$ cat src/rtl/nes_pad_reader_pkg.sv
// Shared definitions for the NES pad reader and the bridge downstream of it:
// button bit positions, FSM state encodings and a small sizing helper.
package nes_pad_reader_pkg;

    localparam int NUM_BUTTONS = 8;

    localparam int BTN_A      = 0;
    localparam int BTN_B      = 1;
    localparam int BTN_SELECT = 2;
    localparam int BTN_START  = 3;
    localparam int BTN_UP     = 4;
    localparam int BTN_DOWN   = 5;
    localparam int BTN_LEFT   = 6;
    localparam int BTN_RIGHT  = 7;

    typedef enum logic [2:0] {
        ST_IDLE  = 3'd0,
        ST_LATCH = 3'd1,
        ST_LOW   = 3'd2,
        ST_HIGH  = 3'd3,
        ST_DONE  = 3'd4
    } state_t;

    function automatic int max3(input int a, input int b, input int c);
        int m;
        m = (a > b) ? a : b;
        return (m > c) ? m : c;
    endfunction

endpackage

$ cat src/rtl/sync_2ff.sv
// Two-flop synchronizer for asynchronous inputs; reset value selectable so an
// idle line does not look like activity while reset is asserted.
module sync_2ff #(
    parameter int               WIDTH     = 1,
    parameter logic [WIDTH-1:0] RESET_VAL = '0
) (
    input  logic             clk,
    input  logic             rst,
    input  logic [WIDTH-1:0] d,
    output logic [WIDTH-1:0] q
);

    logic [WIDTH-1:0] meta;

    always_ff @(posedge clk) begin
        if (rst) begin
            meta <= RESET_VAL;
            q    <= RESET_VAL;
        end else begin
            meta <= d;
            q    <= meta;
        end
    end

endmodule

$ cat src/rtl/nes_pad_reader.sv
// Polls an NES controller over latch/clock/data and reports the 8 buttons as a
// registered active-high byte with valid/changed strobes.
//
// state | meaning
// IDLE  | counting POLL_CYCLES between frames; waits for enable once elapsed
// LATCH | nes_latch high for LATCH_CYCLES
// LOW   | nes_clk low for HALF_CYCLES; samples data on its last cycle
// HIGH  | nes_clk high for HALF_CYCLES; controller shifts next bit
// DONE  | one cycle; publish shift register to buttons
module nes_pad_reader
    import nes_pad_reader_pkg::*;
#(
    parameter int LATCH_CYCLES = 1200,
    parameter int HALF_CYCLES  = 600,
    parameter int POLL_CYCLES  = 1_666_667
) (
    input  logic       clk,
    input  logic       rst,
    input  logic       enable,
    input  logic       nes_data,
    output logic       nes_latch,
    output logic       nes_clk,
    output logic [7:0] buttons,
    output logic       valid,
    output logic       changed,
    output logic       busy
);

    localparam int CNT_MAX = max3(LATCH_CYCLES, HALF_CYCLES, POLL_CYCLES);
    localparam int CNT_W   = $clog2(CNT_MAX + 1);

    localparam logic [CNT_W-1:0] POLL_LAST  = CNT_W'(POLL_CYCLES - 1);
    localparam logic [CNT_W-1:0] LATCH_LOAD = CNT_W'(LATCH_CYCLES - 1);
    localparam logic [CNT_W-1:0] HALF_LOAD  = CNT_W'(HALF_CYCLES - 1);
    localparam logic [CNT_W-1:0] CNT_ONE    = CNT_W'(1);
    localparam logic [CNT_W-1:0] CNT_ZERO   = '0;

    state_t           state_q, state_d;
    logic [CNT_W-1:0] cnt_q, cnt_d;
    logic [2:0]       bit_q, bit_d;
    logic [7:0]       shift_q, shift_d;
    logic             data_sync;

    sync_2ff #(
        .WIDTH     (1),
        .RESET_VAL (1'b1)
    ) u_data_sync (
        .clk (clk),
        .rst (rst),
        .d   (nes_data),
        .q   (data_sync)
    );

    // IDLE counts up toward POLL_LAST and parks there while enable is low;
    // the timed phases count down from their load value to zero.
    always_comb begin
        state_d = state_q;
        cnt_d   = cnt_q;
        bit_d   = bit_q;
        shift_d = shift_q;

        case (state_q)
            ST_IDLE: begin
                if (cnt_q == POLL_LAST) begin
                    if (enable) begin
                        state_d = ST_LATCH;
                        cnt_d   = LATCH_LOAD;
                    end
                end else begin
                    cnt_d = cnt_q + CNT_ONE;
                end
            end

            ST_LATCH: begin
                if (cnt_q == CNT_ZERO) begin
                    state_d = ST_LOW;
                    cnt_d   = HALF_LOAD;
                    bit_d   = 3'd0;
                end else begin
                    cnt_d = cnt_q - CNT_ONE;
                end
            end

            ST_LOW: begin
                if (cnt_q == CNT_ZERO) begin
                    shift_d[bit_q] = ~data_sync;
                    if (bit_q == 3'd7) begin
                        state_d = ST_DONE;
                        cnt_d   = CNT_ZERO;
                    end else begin
                        state_d = ST_HIGH;
                        cnt_d   = HALF_LOAD;
                    end
                end else begin
                    cnt_d = cnt_q - CNT_ONE;
                end
            end

            ST_HIGH: begin
                if (cnt_q == CNT_ZERO) begin
                    state_d = ST_LOW;
                    cnt_d   = HALF_LOAD;
                    bit_d   = bit_q + 3'd1;
                end else begin
                    cnt_d = cnt_q - CNT_ONE;
                end
            end

            ST_DONE: begin
                state_d = ST_IDLE;
                cnt_d   = CNT_ZERO;
            end

            default: begin
                state_d = ST_IDLE;
                cnt_d   = CNT_ZERO;
                bit_d   = 3'd0;
            end
        endcase
    end

    // Pin outputs are decoded from the next state so they are flop outputs
    // aligned exactly with the state they belong to.
    always_ff @(posedge clk) begin
        if (rst) begin
            state_q   <= ST_IDLE;
            cnt_q     <= CNT_ZERO;
            bit_q     <= 3'd0;
            shift_q   <= 8'h00;
            nes_latch <= 1'b0;
            nes_clk   <= 1'b0;
            buttons   <= 8'h00;
            valid     <= 1'b0;
            changed   <= 1'b0;
            busy      <= 1'b0;
        end else begin
            state_q   <= state_d;
            cnt_q     <= cnt_d;
            bit_q     <= bit_d;
            shift_q   <= shift_d;
            nes_latch <= (state_d == ST_LATCH);
            nes_clk   <= (state_d == ST_HIGH);
            busy      <= (state_d != ST_IDLE);
            valid     <= (state_q == ST_DONE);
            changed   <= (state_q == ST_DONE) && (shift_q != buttons);
            if (state_q == ST_DONE) begin
                buttons <= shift_q;
            end
        end
    end

endmodule

$ cat config.mk
export PLATFORM = sky130hd
export DESIGN_NAME = nes_pad_reader
export DESIGN_NICKNAME = d
export VERILOG_FILES = /design/src/rtl/nes_pad_reader_pkg.sv /design/src/rtl/sync_2ff.sv /design/src/rtl/nes_pad_reader.sv
export SDC_FILE = /design/constraint.sdc
export NUM_CORES = 1
export LEC_CHECK = 0
export CAP_MARGIN = 20
export CORE_MARGIN = 3
export CORE_UTILIZATION = 60
export CTS_CLUSTER_DIAMETER = 80
export CTS_CLUSTER_SIZE = 30
export DETAILED_ROUTE_END_ITERATION = 10
export GPL_TIMING_DRIVEN = 0
export PLACE_DENSITY = 0.89
export SETUP_SLACK_MARGIN = 0.15
export SYNTH_ARGS = -nofsm -noshare
export SYNTH_HDL_FRONTEND = slang
export SYNTH_SLANG_ARGS = --single-unit
$ cat constraint.sdc
create_clock -name clk -period 2.6 [get_ports clk]
set_input_delay 0.39 -clock clk [delete_from_list [all_inputs] [get_ports clk]]
set_output_delay 0.39 -clock clk [all_outputs]
set_load 0.02 [all_outputs]
======== Yosys cells after proc, flatten, opt, wreduce, memory -nomap -nowiden ========
Cells that the tools add are included.
Widths: inputs -> output; s select.
word-level totals
  register bits ........................... 50
  input bits .............................. 4
  output and inout port bits .............. 13
  logic and storage cells ................. 58
operators by class
  add/subtract/negate cells ............... 3
  $lt $le $gt $ge ......................... 2
  equal/unequal tests ..................... 12
  muxes and demuxes ....................... 18
  bitwise logic cells ..................... 2
  reductions and logical operators ........ 9
operator list
  cell                   count
  $mux 21                4
  $pmux 21 s3            1
  $add 21x1->21 const B  1
  $eq 21x21->1 const B   1
  $logic_not 21->1       1
  $mux 3                 7
  $sub 21x1->21 const B  1
  $pmux 3 s3             2
  $mux 10                1
  $eq 3x2->1 const B     3
  $bwmux 8               1
  $ne 8x8->1             1
  $eq 3x1->1 const B     2
  $eq 3x3->1 const B     2
  $lt 3x4->1 const B     1
  $ne 2x2->1 const B     2
  $add 3x1->3 const B    1
  $demux 1 s3            1
  $ge 3x1->1 const B     1
  $logic_not 3->1        1
  $ne 3x3->1 const B     1
  $reduce_and 3->1       1
  $reduce_bool 3->1      1
  $reduce_or 3->1        1
  other kinds (5)        7

======== Depth between registers and ports, before layout ========
Gate-level depths: netlist of the first run.
  word-level depth ........................ 5
  depth in mapped cells ................... 10
  depth with buffers taken out ............ 7

======== Modules after synthesis ========
Synthesis of the first run repeated with hierarchy kept, for this count alone.
second synthesis, totals
  cells, all modules ...................... 393
  area total of the unflattened synthesis .. 3229.3 um^2
modules (own cells, without submodules)
  module          instances  cells an instance  area an instance (um^2)  seq. area each (um^2)
  nes_pad_reader  1          389                3176.8                   960.9
  sync_2ff        1          4                  52.6                     40.0

======== Worst setup path before layout of the first run ========
No wires, ideal clock.
  path kind ............................... register to register
  start point ............................. register cnt_q[0]
  end point ............................... register cnt_q[13]
  library setup time ...................... 132 ps
  data arrival time ....................... 2130 ps
  required time ........................... 2468 ps
  path slack .............................. 338 ps
  stages on the path, launching flop included .. 10
  path buffers ............................ 2
  clock period less this slack ............ 2262 ps
  path through ............................ dfxtp_1 -> clkbuf_1 -> inv_1 -> ha_1 -> or3b_2 -> nor4_1 -> a21oi_2 -> clkbuf_1 -> o211ai_1 -> a21oi_1
on the way
  longest elaborated chain between the ends .. 3
  elaborated cells between the ends (all ways) .. 9
  classes of those cells .................. add/sub: 2; eq/ne: 2; mux: 4; reduce/logical: 1
ends and longest elaborated chain
  element                                RTL line                                                           text
  start: declaration                     nes_pad_reader.sv:39                                               logic [CNT_W-1:0] cnt_q, cnt_d;
  start signal: assignment               nes_pad_reader.sv:138                                              cnt_q <= cnt_d;
  $sub 21x1->21 (tied with other cells)  nes_pad_reader.sv:80, nes_pad_reader.sv:95, nes_pad_reader.sv:105
  $mux 21, on equally long branches      --
  $pmux 21 s3                            nes_pad_reader.sv:62                                               case (state_q)
Several ways; a longest one is shown, not always the timed one.
A chain may end at the register's enable or synchronous reset.

======== Worst setup path in the final report of the first run ========
Same ends and word-level chain as after synthesis.

==> impl_metrics.tcl, run 1 <==
set metrics [dict create \
    critical_path.endpoint_type "register" \
    fp.coreArea_mm2 0.00491 \
    rsz0062_at_grt "false" \
    whs_path_depth 1 \
    final_max_slew_viol_count 0 \
    yosysWarnings 0 \
    post_synthesis_compound_gate_area_fraction_pct 23.9 \
    latest_clock_arrival_within_the_worst_skew_pair_ps 310 \
    fp.dieH_um 78.5 \
    mean_cell_area_of_the_mapped_netlist_um2 8.20 \
    share_of_power_burned_in_registers_pct 53.6 \
    ctsHtreeMaxLevel 2 \
    netlist.top_cell.by_area "sky130_fd_sc_hd__dfxtp_1" \
    final_common_cell "sky130_fd_sc_hd__dfxtp_1" \
    number_of_remaining_drc_errors 0 \
    synth.net_count 395 \
    std_cell_rows 25 \
    drt_first_iter_violations 453 \
    buffer_ports.inserted 15 \
    period_needed_ps 2330 \
    fill_cells 373 \
    rr_worst_depth 9 \
    design.die.area_mm2 0.00617 \
    io_pins 17 \
    route.detailed.wl_per_inst_um 18.8 \
    max_clock_freq_mhz 429 \
    setup-tns-final_ps 0 \
    fraction_of_final_layout_cells_sized_beyond_drive_strength_1_pct 13.6 \
    ys_seq_elements 50 \
    critical_path_required_ps 2780 \
    setup_violations 0 \
    avgViaCountPerCell 6.90 \
    grt_antenna_before_repair 0 \
    grt_max_degree 17 \
    ys_top_cells_by_area "sky130_fd_sc_hd__dfxtp_1 32%, sky130_fd_sc_hd__a21oi_1 5.1%, sky130_fd_sc_hd__xor2_1 4.4%, sky130_fd_sc_hd__nand2_1 3.7%, sky130_fd_sc_hd__a31oi_1 2.6%" \
    power_internal_uw 1060 \
    mostFrequentLayoutCells "49 x sky130_fd_sc_hd__dfxtp_1, 32 x sky130_fd_sc_hd__a21oi_1, 31 x sky130_fd_sc_hd__nand2_1" \
    power.density_mw_per_mm2 407 \
    grt_pass1_wl_mm 15.0 \
    slew_headroom_pct 42.3 \
    maxCapViolCount 0 \
    yosys.area_share.adder_pct 2.38 \
    cellLeakagePower_uw 0.00130 \
    fin_cells 480 \
    floorplan.initialDensity_pct 64.3 \
    synthesis.area_mm2 0.00316 \
    cts_buffer_depth 2 \
    timing.clock.skew_ps 9.10 \
    critPathLaunchType "register" \
    postSynthCellCount 385 \
    synth.lib_cells_used.distinct 59 \
    combinational_share_of_power_pct 12.4 \
    seq_area_frac_synth_pct 31.7 \
    gp_routability_congestion 0.949 \
    grt.overflow.total 0 \
    floorplan.die.width_um 78.5 \
    number_of_detailed_routing_iterations_run_before_antenna_repair 6 \
    max_slew.worst_pin.slew_ps 859 \
    synth_flop_cell "sky130_fd_sc_hd__dfxtp_1" \
    clock_tree_from_tritoncts "done" \
    final-hold-violation-count 0 \
    dominant_combinational_cell_family_by_area_after_synthesis "simple AND/OR/NAND/NOR gates" \
    num-nets-final 422 \
    synth_simple_gate_area_share_pct 30.0 \
    cts_root_buf "sky130_fd_sc_hd__clkbuf_8" \
    critPathArrivalTime_ps 2520 \
    worst_ir_drop_vdd_v 0.000381 \
    grt_pass1_vias 3078 \
    timing.hold.worst.class "register to register" \
    timing.final.crit_share_pct 89.7 \
    power.switching_fraction_pct 27.4 \
    grt.total_usage_pct 30.2 \
    antenna_cells 0 \
    crit_type "register to register" \
    switchingPower_uw 399 \
    yosys-mux-area-fraction_pct 0 \
    clkSlewWorstSetupHoldPaths_ps 100 \
    antenna_left 0 \
    synth-xor-area-share_pct 6.38 \
    dp_cells 467 \
    critPathMaxFanout 10 \
    cts_bufs_inserted 5 \
    dp.final_hpwl_mm 6.14 \
    syn2layout_area_growth_pct 13.2 \
    clock_power_share_pct 34.0 \
    result_of_the_run "finished clean" \
    design_power_total_uw 1460 \
    routed_wl_mm 9.02 \
    synth_top_cell_area_share_pct 31.7 \
    ys_async_sr_fraction_pct 0 \
    detailed_route_via_count 3310 \
    synth-edff-count 0 \
    clock-sinks 50 \
    final_core_util_pct 72.8 \
]
path summary, 6_finish.rpt:
check	start	to	slack, ps
worst max-delay path	cnt_q[0]$_SDFFE_PP0P_	cnt_q[13]$_SDFFE_PP0P_	270
worst min-delay path	u_data_sync.meta$_SDFF_PP1_	u_data_sync.q$_SDFF_PP1_	430
worst max register to register	cnt_q[0]$_SDFFE_PP0P_	cnt_q[13]$_SDFFE_PP0P_	270
worst min register to register	u_data_sync.meta$_SDFF_PP1_	u_data_sync.q$_SDFF_PP1_	430
registers in the layout, indices dropped and copies added, names as in the netlist:
signal,count
busy,1
nes_clk,1
nes_latch,1
valid,1
u_data_sync.q,1
changed,1
shift_q,8
cnt_q,21
buttons,8
state_q,3
bit_q,3
u_data_sync.meta,1
area by class of cell:
type	instances	area [um^2]	area share, %
clock buffers	6	82.6	2.31
plain buffers	32	155	4.34
clock inverters	2	16.3	0.455
flip-flops and latches	50	1000	28.0
well taps	67	83.8	2.35
multi-input cells	295	2020	56.4
inverters	8	30.0	0.840
repair buffers	20	188	5.25
critical path: stages, from the launching register on:
cell and delay (ps):
sky130_fd_sc_hd__dfxtp_1 320, sky130_fd_sc_hd__clkbuf_2 190, sky130_fd_sc_hd__inv_2 140, sky130_fd_sc_hd__ha_1 190
sky130_fd_sc_hd__or3b_2 490, sky130_fd_sc_hd__nor4_4 250, sky130_fd_sc_hd__a21oi_4 140, sky130_fd_sc_hd__buf_4 220
sky130_fd_sc_hd__o211ai_1 180, sky130_fd_sc_hd__a21oi_1 90
cells by family (layout without fill, tap and decap cells):
kind of cell | Yosys count | count (layout)
simple gates | 154 | 154
compound gates | 112 | 112
flops | 50 | 50
buf+inv | 40 | 68
xor+xnor | 23 | 23
fa+ha+maj | 6 | 6
power groups by stage:
stage                     Combinational (uW)  Sequential (uW)  Clock (uW)
after floorplan                          126              793           0
after global placement                   160              796           0
after detailed placement                 164              796           0
after CTS                                172              779         496
after global routing                     196              780         535
final                                    180              780         495
metal layers:
layer	routed length (um)	up-vias	GRT usage, %
li1	-	1511	-
met1	3740	1536	41.0
met2	3960	215	46.5
met3	984	48	6.77
met4	340	0	11.7
met5	0	-	0
synthesized netlist by cell type, drive strengths merged, types with 4 or more instances:
library cell and count:
nand4 12, a31oi 13, inv 8, clkbuf 18
nor2b 4, xnor2 7, and3 6, nor4 18
nand3 15, ha 6, nand2b 4, nand2 31
xor2 16, o21ai 20, and2 6, o211ai 6
nand4b 5, a311oi 9, o31a 6, or4 5
or3 5, a21oi 35, o21a 5, nor2 15
dfxtp 50, buf 14, a221oi 4, nor3 14
what timing repair did:
| item | in CTS | in global routing |
|---|---|---|
| pin swaps | 1 | 4 |
| cloned | 0 | 0 |
| resized for setup | 6 | 8 |
| hold buffers | 0 | 0 |
| setup endpoints to repair | 17 | 22 |
| buffers inserted | 1 | 4 |
through the flow:
step	worst slack, ps	hold slack, ps	cell area (um^2)
finish	268	431	3570
global route	132	440	3570
CTS	161	430	3520
detailed placement	-140	407	3390
global placement	-28.1	391	3390
floorplan	338	389	3160
Note: power is estimated with default switching activity, not from simulation.
==> inputs of run 2 (changes only) <==
Settings changed: CTS_BUF_LIST set to sky130_fd_sc_hd__clkbuf_4.
==> run 2 against run 1 <==
Net effect: non-clock buffer count decreased by 2; register-to-register slack better by 20 ps; sequential power is essentially flat; first-iteration DRC count shrank 4.4%; wire length is 3.5% lower; maximum frequency grew 0.73%; critical endpoint unchanged.
==> impl_metrics.tcl, run 2 (synthesized netlist as in run 1, its figures left out) <==
set metrics [dict create \
    timing.hold.worst.class "register to register" \
    fp.coreArea_mm2 0.00491 \
    total_of_hold_buffers_inserted_after_clock_tree_synthesis 0 \
    critPathMaxFanout 10 \
    critical_path_buf_inv_count 3 \
    registers.top_by_ff_count "cnt_q" \
    final-hold-violation-count 0 \
    finalWorstSetupSlack_ps 285 \
    fill_cells 397 \
    fp.dieH_um 78.5 \
    crit_type "register to register" \
    cts_buffer_depth 2 \
    final_common_cell "sky130_fd_sc_hd__dfxtp_1" \
    fin_cells 478 \
    num-nets-final 420 \
    clock-sinks 50 \
    cts_bufs_inserted 5 \
    cts_root_buf "sky130_fd_sc_hd__clkbuf_4" \
    final_max_slew_viol_count 0 \
    antenna_left 0 \
    ctsHtreeMaxLevel 2 \
    avgViaCountPerCell 6.77 \
    setup-tns-final_ps 0 \
    dp.final_hpwl_mm 6.14 \
    detailed_route_via_count 3236 \
    number_of_remaining_drc_errors 0 \
    floorplan.die.width_um 78.5 \
    design_power_total_uw 1340 \
    critPathLaunchType "register" \
    max_clock_freq_mhz 432 \
    drt_first_iter_violations 433 \
    period_needed_ps 2320 \
    worst_path_max_delay_cell "sky130_fd_sc_hd__or3b_2" \
    largest_reg_flops 21 \
    clock_tree_from_tritoncts "done" \
    max_slew.worst_pin.slew_ps 888 \
    slew_headroom_pct 40.3 \
    io_pins 17 \
    place_area_mm2 0.00339 \
    setup_violations 0 \
    grt.overflow.total 0 \
    critical_path.cell_chain "clkbuf_2 -> inv_2 -> ha_1 -> or3b_2 -> nor4_4 -> a21oi_4 -> buf_4 -> o211ai_1 -> a21oi_1" \
    grt_pass1_vias 2970 \
    antenna_cells 0 \
    multiInputGateArea_mm2 0.00202 \
    fraction_of_final_layout_cells_sized_beyond_drive_strength_1_pct 13.1 \
    grt_pass1_wl_mm 14.6 \
    critical_path_required_ps 2870 \
    buffer_ports.inserted 15 \
    number_of_detailed_routing_iterations_run_before_antenna_repair 5 \
    final-seq-area_mm2 0.00100 \
    std_cell_rows 25 \
    routed_wl_mm 8.71 \
    rsz0062_at_grt "false" \
    grt_antenna_before_repair 0 \
    mostFrequentLayoutCells "49 x sky130_fd_sc_hd__dfxtp_1, 32 x sky130_fd_sc_hd__a21oi_1, 31 x sky130_fd_sc_hd__nand2_1" \
    route.detailed.wl_per_inst_um 18.2 \
    grt_max_degree 17 \
    clkSlewWorstSetupHoldPaths_ps 160 \
    worst_path_largest_cell_delay_ps 480 \
    dp_cells 467 \
    result_of_the_run "finished clean" \
    syn2layout_area_growth_pct 11.5 \
    gp_routability_congestion 0.949 \
    power.density_mw_per_mm2 380 \
    grt.total_usage_pct 29.6 \
    critical_path.endpoint_type "register" \
    maxCapViolCount 0 \
    pre_cts_slack_ps -140 \
    post_route_cell_area_mm2 0.00352 \
    critPathArrivalTime_ps 2580 \
    timing.clock.skew_ps 15.4 \
    cellLeakagePower_uw 0.00127 \
    timing.final.crit_share_pct 89.0 \
    biggestRegsByFlops "cnt_q: 21 flops, buttons: 8 flops, shift_q: 8 flops" \
    design.die.area_mm2 0.00617 \
    floorplan.initialDensity_pct 64.3 \
    latest_clock_arrival_within_the_worst_skew_pair_ps 380 \
    critical-path-top-delay-family "simple AND/OR/NAND/NOR gates" \
    worst_ir_drop_vdd_v 0.000257 \
]
## run 2: cell types whose count changed in the layout (fill, tap and decap cells not counted)
cell                       change
sky130_fd_sc_hd__nor3_1        -1
sky130_fd_sc_hd__clkbuf_8      -6
sky130_fd_sc_hd__buf_4         -2
sky130_fd_sc_hd__buf_2         +1
sky130_fd_sc_hd__clkbuf_4      +4
sky130_fd_sc_hd__clkinv_1      +1
sky130_fd_sc_hd__nor3_2        +1
## run 2: worst paths after layout
kind | slack (ps) | cells past startpoint | start | to
max | 280 | 9 | cnt_q[0]$_SDFFE_PP0P_ | cnt_q[13]$_SDFFE_PP0P_
min | 440 | 1 | u_data_sync.meta$_SDFF_PP1_ | u_data_sync.q$_SDFF_PP1_
max reg2reg | 280 | 9 | cnt_q[0]$_SDFFE_PP0P_ | cnt_q[13]$_SDFFE_PP0P_
min reg2reg | 440 | 1 | u_data_sync.meta$_SDFF_PP1_ | u_data_sync.q$_SDFF_PP1_
## run 2: worst register-to-register path: stages (launching register included)
cell	delay, ps
sky130_fd_sc_hd__dfxtp_1	340
sky130_fd_sc_hd__clkbuf_2	190
sky130_fd_sc_hd__inv_2	140
sky130_fd_sc_hd__ha_1	180
sky130_fd_sc_hd__or3b_2	480
sky130_fd_sc_hd__nor4_4	260
sky130_fd_sc_hd__a21oi_4	140
sky130_fd_sc_hd__buf_4	220
sky130_fd_sc_hd__o211ai_1	170
sky130_fd_sc_hd__a21oi_1	90
## run 2: metrics by stage
| stage | hold slack (ps) | util (%) |
|---|---|---|
| final | 440 | 71.7 |
| after global routing | 452 | 71.7 |
| after CTS | 434 | 70.8 |
| after detailed placement | 407 | 69.0 |
| after global placement | 391 | 69.0 |
| after floorplan | 389 | - |
## run 2: power by group
part | switching (uW) | total, uW | internal, uW
logic | 114 | 179 | 65.1
registers | 8.49 | 781 | 773
clock network | 272 | 378 | 106
total | 394 | 1340 | 944
## run 2: timing repair
item,4_1_cts,5_1_grt
setup endpoints to repair,17,23
gates cloned,0,0
resized for setup,5,10
buffers inserted,1,2
pin swaps,0,3
## run 2: final cells by class
cell class / instances / share of cell area (%)
Clock buffer: 5 / 1.07
Inverter: 8 / 0.853
Timing Repair Buffer: 18 / 4.91
Buffer: 32 / 4.34
Tap cell: 67 / 2.38
Clock inverter: 3 / 0.569
Sequential cell: 50 / 28.5
Multi-Input combinational cell: 295 / 57.4
## run 2: per-layer routing
| layer | vias up | wire (um) | global-route usage [%] |
|---|---|---|---|
| met2 | 209 | 3850 | 45.2 |
| met5 | - | 0 | 0 |
| met1 | 1480 | 3740 | 41.1 |
| li1 | 1513 | - | - |
| met3 | 34 | 910 | 5.62 |
| met4 | 0 | 213 | 10.8 |
